`src/rtl/muldiv_pkg.sv`:
```
// Shared encodings for the EX-stage multiply/divide unit.
// Ops: MULT/MULTU/DIV/DIVU on 2 bits. FSM states: IDLE/RUN/DONE.
// DATA_W_DEF is the default operand / HI / LO width.
package muldiv_pkg;

    localparam int DATA_W_DEF = 32;

    typedef enum logic [1:0] {
        OP_MULT  = 2'b00,
        OP_MULTU = 2'b01,
        OP_DIV   = 2'b10,
        OP_DIVU  = 2'b11
    } op_e;

    typedef enum logic [1:0] {
        ST_IDLE = 2'b00,
        ST_RUN  = 2'b01,
        ST_DONE = 2'b10
    } state_e;

    // Divides have the high op bit set.
    function automatic logic op_is_div(input op_e op);
        return (op == OP_DIV) || (op == OP_DIVU);
    endfunction

    // Signed variants have the low op bit clear.
    function automatic logic op_is_signed(input op_e op);
        return (op == OP_MULT) || (op == OP_DIV);
    endfunction

endpackage

```
`src/rtl/muldiv_step.sv`:
```
// One iteration of the multiply/divide datapath on {acc, q}.
// Purely combinational (zero latency).
// No flow control; the owning FSM decides when the result is registered.
// Ports: is_div_i selects restoring divide vs shift-add multiply;
//        acc_i/q_i are the running state, b_i the multiplicand or divisor.
module muldiv_step
    import muldiv_pkg::*;
#(
    parameter int DATA_W = DATA_W_DEF
) (
    input  logic              is_div_i,
    input  logic [DATA_W-1:0] acc_i,
    input  logic [DATA_W-1:0] q_i,
    input  logic [DATA_W-1:0] b_i,
    output logic [DATA_W-1:0] acc_o,
    output logic [DATA_W-1:0] q_o
);

    logic [DATA_W:0] sum;
    logic [DATA_W:0] shifted;

    always_comb begin
        // Multiply: add multiplicand when the LSB of the multiplier is set,
        // then shift {carry, acc, q} right by one.
        sum     = {1'b0, acc_i} + ({1'b0, b_i} & {(DATA_W+1){q_i[0]}});
        // Divide: bring the next dividend bit into the partial remainder.
        shifted = {acc_i, q_i[DATA_W-1]};
        acc_o   = sum[DATA_W:1];
        q_o     = {sum[0], q_i[DATA_W-1:1]};
        if (is_div_i) begin
            if (shifted >= {1'b0, b_i}) begin
                // Remainder after a successful subtract is below b_i, so it fits.
                acc_o = shifted[DATA_W-1:0] - b_i;
                q_o   = {q_i[DATA_W-2:0], 1'b1};
            end else begin
                acc_o = shifted[DATA_W-1:0];
                q_o   = {q_i[DATA_W-2:0], 1'b0};
            end
        end
    end

endmodule

```
`src/rtl/ex_muldiv.sv`:
```
// EX-stage iterative MULT/MULTU/DIV/DIVU unit writing architectural HI/LO.
// Latency: 33 cycles from accepted start_i to the HI/LO update (done_o the cycle before).
// Backpressure: start_i is dropped while busy_o; flush_i aborts without touching HI/LO.
// Ports: start_i/op_i/rs_i/rt_i issue, flush_i squash, mthi_i/mtlo_i/wdata_i direct writes,
//        busy_o/done_o status to the hazard unit, hi_o/lo_o architectural registers.
module ex_muldiv
    import muldiv_pkg::*;
#(
    parameter int DATA_W = DATA_W_DEF
) (
    input  logic              clk_i,
    input  logic              rst_n_i,
    input  logic              start_i,
    input  logic [1:0]        op_i,
    input  logic [DATA_W-1:0] rs_i,
    input  logic [DATA_W-1:0] rt_i,
    input  logic              flush_i,
    input  logic              mthi_i,
    input  logic              mtlo_i,
    input  logic [DATA_W-1:0] wdata_i,
    output logic              busy_o,
    output logic              done_o,
    output logic [DATA_W-1:0] hi_o,
    output logic [DATA_W-1:0] lo_o
);

    localparam int              CNT_W    = $clog2(DATA_W);
    localparam logic [CNT_W-1:0] CNT_LAST = CNT_W'(DATA_W - 1);

    state_e            state_q, state_d;
    logic [CNT_W-1:0]  cnt_q, cnt_d;
    logic [DATA_W-1:0] acc_q, acc_d;
    logic [DATA_W-1:0] qr_q, qr_d;
    logic [DATA_W-1:0] b_q, b_d;
    logic              is_div_q, is_div_d;
    logic              neg_q, neg_d;     // negate product / quotient
    logic              rneg_q, rneg_d;   // remainder takes dividend sign
    logic              div0_q, div0_d;
    logic [DATA_W-1:0] hi_q, hi_d;
    logic [DATA_W-1:0] lo_q, lo_d;

    logic              accept;
    logic              finish;
    logic              is_div_in;
    logic              rs_neg, rt_neg;
    logic [DATA_W-1:0] abs_rs, abs_rt;
    logic [DATA_W-1:0] step_acc, step_q;
    logic [2*DATA_W-1:0] prod;
    logic [DATA_W-1:0] res_hi, res_lo;

    muldiv_step #(.DATA_W(DATA_W)) u_step (
        .is_div_i (is_div_q),
        .acc_i    (acc_q),
        .q_i      (qr_q),
        .b_i      (b_q),
        .acc_o    (step_acc),
        .q_o      (step_q)
    );

    assign accept = (state_q == ST_IDLE) && start_i && !flush_i;
    assign finish = (state_q == ST_DONE) && !flush_i;

    // FSM: state register
    always_ff @(posedge clk_i or negedge rst_n_i) begin
        if (!rst_n_i) begin
            state_q <= ST_IDLE;
        end else begin
            state_q <= state_d;
        end
    end

    // FSM: next state
    always_comb begin
        state_d = state_q;
        if (flush_i) begin
            state_d = ST_IDLE;
        end else begin
            case (state_q)
                ST_IDLE: if (start_i) state_d = ST_RUN;
                ST_RUN:  if (cnt_q == CNT_LAST) state_d = ST_DONE;
                ST_DONE: state_d = ST_IDLE;
                default: state_d = ST_IDLE;
            endcase
        end
    end

    // FSM: outputs
    always_comb begin
        busy_o = (state_q != ST_IDLE);
        done_o = (state_q == ST_DONE) && !flush_i;
    end

    // Operand conditioning: iterate on magnitudes, fix signs at the end.
    always_comb begin
        is_div_in = op_is_div(op_e'(op_i));
        rs_neg    = op_is_signed(op_e'(op_i)) && rs_i[DATA_W-1];
        rt_neg    = op_is_signed(op_e'(op_i)) && rt_i[DATA_W-1];
        abs_rs    = rs_neg ? -rs_i : rs_i;
        abs_rt    = rt_neg ? -rt_i : rt_i;
    end

    // Sign-corrected result from the final {acc, q}.
    always_comb begin
        prod = {acc_q, qr_q};
        if (neg_q) prod = -prod;
        res_hi = prod[2*DATA_W-1:DATA_W];
        res_lo = prod[DATA_W-1:0];
        if (is_div_q) begin
            res_hi = rneg_q ? -acc_q : acc_q;
            res_lo = div0_q ? {DATA_W{1'b1}} : (neg_q ? -qr_q : qr_q);
        end
    end

    // Datapath next-state
    always_comb begin
        cnt_d    = cnt_q;
        acc_d    = acc_q;
        qr_d     = qr_q;
        b_d      = b_q;
        is_div_d = is_div_q;
        neg_d    = neg_q;
        rneg_d   = rneg_q;
        div0_d   = div0_q;
        hi_d     = hi_q;
        lo_d     = lo_q;

        if (accept) begin
            cnt_d    = '0;
            acc_d    = '0;
            // Divide iterates on the dividend; multiply shifts the multiplier.
            qr_d     = is_div_in ? abs_rs : abs_rt;
            b_d      = is_div_in ? abs_rt : abs_rs;
            is_div_d = is_div_in;
            neg_d    = rs_neg ^ rt_neg;
            rneg_d   = rs_neg;
            div0_d   = is_div_in && (rt_i == '0);
        end else if (state_q == ST_RUN) begin
            cnt_d = cnt_q + 1'b1;
            acc_d = step_acc;
            qr_d  = step_q;
        end

        // Direct writes only land while idle; a same-cycle start is later
        // overwritten by its own result.
        if (state_q == ST_IDLE) begin
            if (mthi_i) hi_d = wdata_i;
            if (mtlo_i) lo_d = wdata_i;
        end

        if (finish) begin
            hi_d = res_hi;
            lo_d = res_lo;
        end
    end

    always_ff @(posedge clk_i or negedge rst_n_i) begin
        if (!rst_n_i) begin
            cnt_q    <= '0;
            acc_q    <= '0;
            qr_q     <= '0;
            b_q      <= '0;
            is_div_q <= 1'b0;
            neg_q    <= 1'b0;
            rneg_q   <= 1'b0;
            div0_q   <= 1'b0;
            hi_q     <= '0;
            lo_q     <= '0;
        end else begin
            cnt_q    <= cnt_d;
            acc_q    <= acc_d;
            qr_q     <= qr_d;
            b_q      <= b_d;
            is_div_q <= is_div_d;
            neg_q    <= neg_d;
            rneg_q   <= rneg_d;
            div0_q   <= div0_d;
            hi_q     <= hi_d;
            lo_q     <= lo_d;
        end
    end

    assign hi_o = hi_q;
    assign lo_o = lo_q;

endmodule

```
`config.mk`:
```
export PLATFORM = sky130hd
export DESIGN_NAME = ex_muldiv
export DESIGN_NICKNAME = d
export VERILOG_FILES = /design/src/rtl/muldiv_pkg.sv /design/src/rtl/muldiv_step.sv /design/src/rtl/ex_muldiv.sv
export SDC_FILE = /design/constraint.sdc
export NUM_CORES = 1
export LEC_CHECK = 0
export ABC_AREA = 1
export CELL_PAD_IN_SITES_DETAIL_PLACEMENT = 1
export CELL_PAD_IN_SITES_GLOBAL_PLACEMENT = 2
export CORE_ASPECT_RATIO = 0.8
export CORE_MARGIN = 4
export CORE_UTILIZATION = 38
export CTS_BUF_LIST = sky130_fd_sc_hd__clkbuf_4 sky130_fd_sc_hd__clkbuf_8
export DETAILED_ROUTE_END_ITERATION = 7
export DONT_BUFFER_PORTS = 1
export PLACE_DENSITY_LB_ADDON = 0.2
export SETUP_SLACK_MARGIN = 0.1
export SLEW_MARGIN = 15
export SYNTH_ARGS = -nofsm -noshare
export SYNTH_HDL_FRONTEND = slang
export SYNTH_SLANG_ARGS = --single-unit
export TNS_END_PERCENT = 10
```
`constraint.sdc`:
```
create_clock -name clk_i -period 7.5 [get_ports clk_i]
set_input_delay 1.5 -clock clk_i [delete_from_list [all_inputs] [get_ports clk_i]]
set_output_delay 1.5 -clock clk_i [all_outputs]
set_load 0.02 [all_outputs]
```
# After elaboration in Yosys (flattened, before gate mapping)
# Cells that the tools add are included.
# op_classes
add_sub_neg,8
order_cmp,1
eq_ne,7
muxes,30
bitwise,2
n_reduce_logical,20
# op_table
op,n
two-way mux 32 bit,22
negation 32 bit,4
two-way mux 64 bit,1
negation 64 bit,1
adder 32 x 33 -> 33 bit,1
bitwise AND 32 x 33 -> 33 bit,1
>= comparator 33 x 32 -> 1 bit,1
zero test 32 bit,1
subtractor 32 bit,1
two-way mux 5 bit,2
nonzero test 2 bit,5
"equality test 2 bit, second input constant",3
logical AND 1 bit,6
two-way mux 2 bit,3
"!= test 3 bit, second input constant",2
AND reduction 2 bit,3
"adder 5 x 1 -> 5 bit, second input constant",1
"equality test 5 bit, second input constant",1
zero test 2 bit,2
one-hot mux 2 bit (2 select lines),1
"equality test 2 x 1 -> 1 bit, second input constant",1
logical OR 1 bit,2
zero test 1 bit,1
two-way mux 1 bit,1
XOR 1 bit,1
# totals
ff_bits,171
in_bits,104
out_inout_bits,66

# Logic depth before layout (Yosys ltp)
# logic_depth
depth_word,6
depth_mapped,21

# Cells and area by module
# From an unflattened synthesis, not the netlist that was laid out.
# unflattened
hier_cells,3162
area_unflattened_um2,18307.6
# modules_own_cells
module,n_inst,cells_each,area_per_inst_um2,seq_area_each_um2
ex_muldiv,1,1888,12142.9,4279.1
muldiv_step,1,1274,6164.7,0.0

# Worst setup path before layout
# OpenSTA, ideal clock, no wires.
# synth_timing
path_type,input port to output port
from,input flush_i
to,output done_o
arrival_ns,2.161
required_ns,6.000
setup_slack_ns,3.839
path_stages,2
cell_sequence,nor3_4 clkbuf_1
# synth_via
elab_chain_len,2
# synth_rtl
item,line_no,rtl
start: declaration,ex_muldiv.sv:17,"input logic flush_i,"
zero test 1 bit,ex_muldiv.sv:90,done_o = (state_q == ST_DONE) && !flush_i;
logical AND 1 bit,ex_muldiv.sv:90,
end: declaration,ex_muldiv.sv:22,"output logic done_o,"
# No other way between the ends.

# Worst setup path after layout
# Same ends and word-level chain as after synthesis.

==> summary.txt <==
STA
  • Max Slew Vio Count: 0
  • RSZ-0062 raised after global routing: no
  • Fin. Hold Viols: 0
  • Hold slack: 0.496 ns
  • Setup TNS Final: 0 ns
  • Maximum clock rate: 267 MHz
  • Clock skew after layout: 0.0290 ns
  • Final worst-path cycle share: 49.9%
  • Tmin final: 3.74 ns
  • Worst-Margin Slew: 0.965 ns
  • Max_slew headroom: 35.6%
  • # setup viols final: 0

Worst setup path
  • CP required: 6.00 ns
  • CP peak stage delay: 0.58 ns
  • Critical path type: in -> out
  • WP data arrival: 2.24 ns
  • Worst Path Buf+Inv: 1
  • Crit path max-delay cell type: buf_4
  • Critical Path Fanout Max: 61
  • Worst Setup Start Kind: primary input
  • Crit-path leading delay family: buffers and inverters
  • Critical-path cell list: nor3_4, buf_4
  • CP Capture Type: output pin

Detailed routing
  • DR vias: 21357
  • DRC violations left: 0
  • Vias per inst: 5.78
  • Post-Route WL: 92.2 mm
  • First-pass iteration count of the detailed router: 6
  • Wirelength per Cell: 25.0 um
  • Antenna-violating nets left: 0
  • Initial drt markers: 2368

Power
  • Net Sw Frac: 61.4%
  • Clk pwr share: 10.3%
  • Max VDD drop: 0.143 mV
  • Comb power frac: 64.9%
  • Seq pwr share: 24.8%
  • Internal: 2.87 mW
  • PwrDens: 387 nW/um^2
  • Leakage: 9.95 nW
  • Net Switching: 4.57 mW

Synth
  • Seq/Total Area, Yosys: 23.3%
  • Post-synth EDFFs: 0
  • Synthesis Warnings: 0
  • Cells after synthesis: 3126
  • Mapped Avg Cell Area: 5.87 um^2
  • Synth Flop Type: dfrtp_1
  • Netlist cell types: 57
  • Synthesized area: 18400 um^2
  • Synth async-reset ratio: 100%
  • Synth Register Bits: 171
  • Post-Syn Nets: 3302

Place
  • GPL Wtd Cong: 1.04
  • HPWL Detailed: 76.0 mm
  • Port Buf Inserts: 0

Clock tree
  • Post-CTS Resized: 0
  • CTS Root Cell: clkbuf_8
  • CTS tree: built
  • CTS Hold Bufs: 0
  • Inserted Clock Buffers: 17
  • # Post-CTS Setup Buffers: 0
  • Clock transition at path regs: 0.11 ns
  • CTS sink count: 171
  • Longest Clk Path Bufs: 2
  • # H-tree levels: 4
  • Clk_lat worst skew: 0.54 ns

Final layout
  • # diodes: 0
  • Footprint of the multi-input gates: 11800 um^2
  • Share of cells above drive strength 1: 4.59%
  • Register area: 4280 um^2
  • Fin nets: 3239
  • Filler instances: 6579
  • Area growth syn-to-layout: 4.75%

Floorplan
  • Die Y: 205 um
  • Die X: 254 um
  • Die area: 51900 um^2
  • Row cnt: 71
  • IO Count: 170
  • Initial core utilization: 38.8%
  • CORE AREA: 47300 um^2

Global route
  • Gr ovfl total: 0
  • Vias in the first global route: 20504
  • Pin count of the biggest net entering global routing: 172
  • Initial antenna violation count: 0
  • Global-route wire length before repair: 135 mm
  • Tot GR Track Use: 34.6%

Run status
  • Run status: completed

Flow run
  • Max Cap Viol: 0

Min path
  • Worst Hold Class: reg -> reg
cell usage in the layout, fill, tap and decap left out, types with 15 or more instances in the layout:
| cell | netlist | routed |
|---|---|---|
| nand2_2 | 17 | 17 |
| o21ai_0 | 169 | 169 |
| inv_1 | 458 | 457 |
| inv_2 | 16 | 17 |
| nand4_1 | 63 | 63 |
| nor2_1 | 260 | 259 |
| xor2_1 | 58 | 58 |
| nor2_2 | 22 | 21 |
| dfrtp_1 | 171 | 170 |
| nand2_1 | 1061 | 1061 |
| o211ai_1 | 59 | 59 |
| clkbuf_8 | 0 | 17 |
| nor3_1 | 38 | 38 |
| o21bai_1 | 33 | 33 |
| buf_4 | 4 | 15 |
| nand3_1 | 284 | 284 |
| ha_1 | 70 | 70 |
| a21oi_1 | 104 | 104 |
| o21ai_1 | 20 | 20 |
final cells by class:
type,instances,share of cell area [%]
Tap cell,620,4.04
Clock buffer,18,1.26
Sequential cell,171,22.3
Multi-Input combinational cell,2382,61.6
Timing Repair Buffer,15,0.586
Inverter,476,9.29
Clock inverter,13,0.944
sequential cells by signal, summed over array words and instances (netlist names):
name      cells
b_q          32
acc_q        32
div0_q        1
qr_q         32
hi_o         32
lo_o         32
rneg_q        1
state_q       2
neg_q         1
is_div_q      1
cnt_q         5
power groups by stage:
stage               combinational [mW]  clock [mW]  sequential (mW)
detailed placement                4.66           0             1.82
CTS                               4.69       0.766             1.80
floorplan                         3.18           0             1.48
finish                            4.83       0.763             1.85
global route                      5.27       0.800             1.84
global placement                  4.58           0             1.81
cell usage after synthesis, drive strengths merged, types with 2 or more instances:
master / number / share of area, %
nor4: 3 / 0.10
nand3b: 14 / 0.57
o21ai: 194 / 5.4
o221ai: 7 / 0.33
a21o: 3 / 0.12
and2: 5 / 0.17
o22ai: 7 / 0.24
o31ai: 2 / 0.082
nand3: 287 / 7.9
dfrtp: 171 / 23
fa: 2 / 0.22
o21bai: 35 / 1.5
a22o: 2 / 0.095
nor2: 287 / 6.4
o211ai: 66 / 2.9
a31oi: 6 / 0.20
a22oi: 11 / 0.45
nor3: 40 / 1.2
xor2: 58 / 2.8
nand4: 63 / 2.1
or2: 7 / 0.24
and3: 2 / 0.068
clkinv: 2 / 0.041
o2111ai: 5 / 0.24
ha: 70 / 4.8
xnor2: 11 / 0.52
clkbuf: 42 / 0.87
buf: 55 / 1.6
inv: 474 / 9.7
nand2: 1081 / 23
a21oi: 110 / 3.1
metrics by stage:
| step | total power [mW] | std cells | cell area, um^2 | util (%) | setup WS, ns |
|---|---|---|---|---|---|
| after global routing | 7.91 | 3695 | 19200 | 40.6 | 3.68 |
| after global placement | 6.39 | 3664 | 18800 | 39.7 | 3.53 |
| after floorplan | 4.66 | 3126 | 18400 | - | 3.84 |
| after CTS | 7.26 | 3695 | 19200 | 40.6 | 3.76 |
| final | 7.44 | 3695 | 19200 | 40.6 | 3.76 |
| after detailed placement | 6.48 | 3664 | 18800 | 39.7 | 3.38 |
kinds of logic after synthesis:
family / synth area share (%)
adders and majority gates: 4.99
and+or+nand+nor: 41.3
buffers and inverters: 12.2
AOI/OAI and AO/OA: 14.9
xor gates and xnor gates: 3.29
DFF: 23.3
routing by layer:
metal / wire, um / up-vias / track usage, %
met1: 44700 / 10460 / 54.3
met5: 0 / - / 0
met3: 8810 / 90 / 7.01
met4: 2010 / 0 / 7.66
met2: 36700 / 930 / 48.1
li1: - / 9877 / -
worst paths after layout:
check,end,cells past startpoint,slack [ns],start
hold / removal,cnt_q[2],1,0.50,cnt_q[2]
setup reg to reg,acc_q[27],20,4.11,qr_q[0]
setup / recovery,done_o,2,3.76,flush_i
min in group asynchronous,acc_q[15],0,0.64,rst_n_i
hold reg to reg,cnt_q[2],1,0.50,cnt_q[2]
max in group asynchronous,qr_q[11],0,6.58,rst_n_i
Power figures use the tool's default switching activity.
